`src/rtl/bus_arb_pkg.sv`:
```
// Shared types, default parameters and the round-robin pick function
// used by the tristate bus arbiter.
package bus_arb_pkg;

    typedef enum logic [1:0] {
        ST_IDLE  = 2'd0,
        ST_GRANT = 2'd1,
        ST_TURN  = 2'd2
    } state_t;

    localparam int N_DEF          = 4;
    localparam int TURNAROUND_DEF = 1;
    localparam int MAX_HOLD_DEF   = 8;
    localparam int N_MAX          = 8;

    // First set bit of req searching upward from last+1, wrapping modulo n.
    function automatic logic [N_MAX-1:0] rr_pick(input logic [N_MAX-1:0] req,
                                                 input logic [2:0]       last,
                                                 input int               n);
        logic [N_MAX-1:0] g;
        int               idx;
        g = '0;
        for (int k = 1; k <= N_MAX; k++) begin
            idx = (int'(last) + k) % n;
            if (k <= n && g == '0 && req[idx[2:0]])
                g[idx[2:0]] = 1'b1;
        end
        return g;
    endfunction

endpackage

```
`src/rtl/rr_priority_pick.sv`:
```
// Combinational round-robin selector: one-hot grant, its index, and
// whether any request is present.
module rr_priority_pick
    import bus_arb_pkg::*;
#(
    parameter int N = N_DEF
) (
    input  logic [N-1:0]         i_req,
    input  logic [$clog2(N)-1:0] i_last,
    output logic [N-1:0]         o_grant,
    output logic [$clog2(N)-1:0] o_idx,
    output logic                 o_any
);
    localparam int IW = $clog2(N);

    logic [N_MAX-1:0] w_req_ext;
    logic [N_MAX-1:0] w_grant_ext;

    genvar gi;
    generate
        for (gi = 0; gi < N_MAX; gi++) begin : g_ext
            if (gi < N) begin : g_used
                assign w_req_ext[gi] = i_req[gi];
            end else begin : g_pad
                assign w_req_ext[gi] = 1'b0;
            end
        end
    endgenerate

    assign w_grant_ext = rr_pick(w_req_ext, 3'(i_last), N);
    assign o_grant     = w_grant_ext[N-1:0];
    assign o_any       = |i_req;

    always_comb begin
        o_idx = '0;
        for (int k = 0; k < N; k++)
            if (o_grant[k]) o_idx = IW'(k);
    end

endmodule

```
`src/rtl/tristate_bus_arbiter.sv`:
```
// Round-robin arbiter producing registered one-hot tristate enables, with
// mandatory all-off turnaround between owners and a per-owner hold limit.
module tristate_bus_arbiter
    import bus_arb_pkg::*;
#(
    parameter int N          = N_DEF,
    parameter int TURNAROUND = TURNAROUND_DEF,
    parameter int MAX_HOLD   = MAX_HOLD_DEF
) (
    input  logic                 clk,
    input  logic                 rst,
    input  logic [N-1:0]         req,
    output logic [N-1:0]         oe,
    output logic [$clog2(N)-1:0] owner,
    output logic                 busy,
    output logic                 turn
);
    localparam int IW = $clog2(N);
    localparam int HW = $clog2(MAX_HOLD + 1);
    localparam int TW = $clog2(TURNAROUND + 1);

    state_t         r_state;
    logic [N-1:0]   r_oe;
    logic [IW-1:0]  r_owner;
    logic [IW-1:0]  r_last;
    logic [HW-1:0]  r_hold;
    logic [TW-1:0]  r_tcnt;
    logic           r_busy;
    logic           r_turn;

    logic [N-1:0]   w_grant;
    logic [IW-1:0]  w_idx;
    logic           w_any;
    logic           w_others;
    logic           w_at_limit;

    rr_priority_pick #(.N(N)) u_pick (
        .i_req   (req),
        .i_last  (r_last),
        .o_grant (w_grant),
        .o_idx   (w_idx),
        .o_any   (w_any)
    );

    // r_oe is the owner's one-hot while granted, so masking it leaves the rivals.
    assign w_others   = |(req & ~r_oe);
    assign w_at_limit = (r_hold == HW'(MAX_HOLD));

    always_ff @(posedge clk or posedge rst) begin
        if (rst) begin
            r_state <= ST_IDLE;
            r_oe    <= '0;
            r_owner <= '0;
            r_last  <= IW'(N - 1);
            r_hold  <= '0;
            r_tcnt  <= '0;
            r_busy  <= 1'b0;
            r_turn  <= 1'b0;
        end else begin
            case (r_state)
                ST_IDLE: begin
                    if (w_any) begin
                        r_state <= ST_GRANT;
                        r_oe    <= w_grant;
                        r_owner <= w_idx;
                        r_last  <= w_idx;
                        r_hold  <= HW'(1);
                        r_busy  <= 1'b1;
                    end
                end
                ST_GRANT: begin
                    if (!req[r_owner] || (w_at_limit && w_others)) begin
                        r_state <= ST_TURN;
                        r_oe    <= '0;
                        r_busy  <= 1'b0;
                        r_turn  <= 1'b1;
                        r_tcnt  <= TW'(TURNAROUND);
                    end else if (!w_at_limit) begin
                        r_hold  <= r_hold + 1'b1;
                    end
                end
                ST_TURN: begin
                    // Only the request vector at the expiry edge is arbitrated.
                    if (r_tcnt == TW'(1)) begin
                        r_turn <= 1'b0;
                        if (w_any) begin
                            r_state <= ST_GRANT;
                            r_oe    <= w_grant;
                            r_owner <= w_idx;
                            r_last  <= w_idx;
                            r_hold  <= HW'(1);
                            r_busy  <= 1'b1;
                        end else begin
                            r_state <= ST_IDLE;
                        end
                    end else begin
                        r_tcnt <= r_tcnt - 1'b1;
                    end
                end
                default: begin
                    r_state <= ST_IDLE;
                    r_oe    <= '0;
                    r_busy  <= 1'b0;
                    r_turn  <= 1'b0;
                end
            endcase
        end
    end

    assign oe    = r_oe;
    assign owner = r_owner;
    assign busy  = r_busy;
    assign turn  = r_turn;

endmodule

```
`config.mk`:
```
export PLATFORM = sky130hd
export DESIGN_NAME = tristate_bus_arbiter
export DESIGN_NICKNAME = d
export VERILOG_FILES = /design/src/rtl/bus_arb_pkg.sv /design/src/rtl/rr_priority_pick.sv /design/src/rtl/tristate_bus_arbiter.sv
export SDC_FILE = /design/constraint.sdc
export NUM_CORES = 1
export LEC_CHECK = 0
export BUFFER_PORTS_ARGS = -buffer_cell sky130_fd_sc_hd__buf_2
export CAP_MARGIN = 0
export CELL_PAD_IN_SITES_DETAIL_PLACEMENT = 0
export CELL_PAD_IN_SITES_GLOBAL_PLACEMENT = 2
export CORE_MARGIN = 5
export CORE_UTILIZATION = 38
export CTS_BUF_LIST = sky130_fd_sc_hd__clkbuf_8
export DETAILED_ROUTE_END_ITERATION = 6
export HOLD_SLACK_MARGIN = 0.03
export PLACE_DENSITY = 0.78
export REMOVE_ABC_BUFFERS = 1
export SKIP_CTS_REPAIR_TIMING = 1
export SYNTH_ARGS = -nofsm -noshare
export SYNTH_HDL_FRONTEND = slang
export SYNTH_SLANG_ARGS = --single-unit
export TNS_END_PERCENT = 10
```
`constraint.sdc`:
```
create_clock -name clk -period 3.8 [get_ports clk]
set_input_delay 0.57 -clock clk [delete_from_list [all_inputs] [get_ports clk]]
set_output_delay 0.57 -clock clk [all_outputs]
set_load 0.05 [all_outputs]
```
==> results.ini <==
[outcome]
outcome=complete, no violations

[synth]
yosysSeqAreaShare=0.314
synth-edff-count=0
synth_most_common_cell=nand2_1
yosys.area.top_type=dfrtp_1
synth.top_cells.by_count=16 x nand2_1, 15 x dfrtp_1, 10 x ha_1
synth_cell_type_count=48
synth_warnings=0
async_reset_ff_frac=1.00
ys.flop_type=dfrtp_1
yosysTopAreaCellShare=0.276
syn_avg_cell_area_um2=9.39
ys_seq_elements=17
syn-cell-area_um2=1360
yosys-top-cells-area=dfrtp_1 28%, ha_1 9.2%, mux4_2 5.0%
netlist_instances=145

[sta]
setup_viol=0
post-route-period-util=0.770
period_needed_ns=2.93
rsz0062_at_grt=no
setup_tns_ns=0
tightest_slew_ns=0.888
finalHoldViolations=0
fin_ws_ns=0.874
drv_slew=0
relSlewSlack=0.404
finClkSkew_ns=0.00430
fmaxAchievable_ghz=0.342

[floorplan]
ios=14
fp.dieArea_um2=4880
fp.dieH_um=69.9
start_util=0.402
die_w_um=69.9
core_um2=3390
rows=21

[worst_setup_path]
r2r_slack_ns=0.87
crit_arrival_ns=3.07
crit_type=reg2reg
startpoint=r_last[0]
critPathMaxFanout=12
required_ns=3.94
r2r_start=r_last[0]
start_kind=flip-flop
cp-end-kind=flip-flop

[layout]
drive_gt1_frac=0.182
multi_input_area_um2=888
fill_cells=331
syn2layout_area_growth_pct=10.9
final_area_um2=1510
num_antenna_cells=0
regArea_um2=428
nets=176

[drt]
drc=0
wl_per_cell_um=15.6
drt_iter0_markers=97
wirelength_um=3190
via_per_inst=5.66
dr_total_vias=1160
detail-route-antenna-nets=0
drtPass1Iterations=4

[placement]
gp_congestion=0.909
place_ws_ns=0.854
dp_hpwl_um=2550
port_buffers=13
place_area_um2=1470

[global_route]
grt_pass1_vias=1157
grt_pass1_wl_um=5550
grt_usage=0.139
grt_max_degree=18
grt_antenna_before_repair=0
gr-total-overflow=0

[clock_network]
clk_pin_slew_ns=0.07
cts_max_path_buffers=2
cts_tree=built
insertion_delay_ns=0.25
h-tree-depth=1
numCtsBuffers=3
cts_sinks=17
cts-root-buf=clkbuf_8

[min_path]
worst_hold_path_type=in2async

[job]
drv_cap=0

## final timing paths
check                            end  cells after the start
setup / recovery            owner[1]                      8
hold / removal             r_hold[1]                      2
setup reg to reg            owner[1]                      8
hold reg to reg                 busy                      2
max in group asynchronous       busy                      2
min in group clk                busy                      2
## through the flow
stage	utilization	hold slack (ns)	cells
4_1_cts	0.446	0.429	205
3_5_place_dp	0.432	0.469	201
3_3_place_gp	0.432	0.455	201
2_1_floorplan	-	0.463	142
6_report	0.446	0.394	205
5_1_grt	0.446	0.463	205
## area by class of cell
class,instances,share of cell area
Tap cell,46,0.0381
Multi-Input combinational cell,118,0.588
Clock buffer,3,0.0273
Sequential cell,17,0.283
Clock inverter,1,0.00249
Inverter,7,0.0174
Timing Repair Buffer,13,0.0431
## placed cells by master (no fill, tap or decap), types with 2 or more instances in the layout
cell type  instances
nand2_1           16
dfrtp_1           15
buf_2             13
ha_1              10
nand3_1            9
nor2_1             9
inv_1              8
nor2b_1            7
o21ai_0            7
a21oi_1            4
mux2i_1            3
and3_1             3
mux4_2             3
nand4_1            3
o21ai_1            3
clkbuf_8           3
a211o_1            2
nand2b_1           2
a31o_2             2
xor2_1             2
o211a_1            2
o211ai_1           2
a21o_1             2
o31a_1             2
a311oi_1           2
a21boi_1           2
dfstp_2            2
## cells by family after synthesis
| family | count (synthesis) | synth area share |
|---|---|---|
| flops | 17 | 0.314 |
| mux | 7 | 0.0800 |
| simple gates | 54 | 0.198 |
| fa+ha+maj | 10 | 0.0919 |
| buf+inv | 10 | 0.0331 |
| xor+xnor | 2 | 0.0129 |
| compound gates | 45 | 0.270 |
## layer usage
metal,track usage,routed length (µm)
met1,0.182,1510
met2,0.227,1500
met3,0.0258,120
met4,0.0532,55
met5,0,0
## flip-flops by register name, indices dropped and copies added (netlist names)
signal   cells
oe           4
r_hold       4
owner        2
r_last       2
r_state      2
busy         1
r_tcnt       1
turn         1
## worst max-delay path: stages, from the launching register on
cell and delay, ns:
dfstp_2 0.67, inv_1 0.16, ha_1 0.26, or4_1 0.54, a21bo_2 0.27, o211a_4 0.28, a2111oi_4 0.34, o21ai_1 0.16
o21a_1 0.13
Power is not shown: default switching activity piles up to over one toggle a cycle in this logic, so the estimate is an artifact.
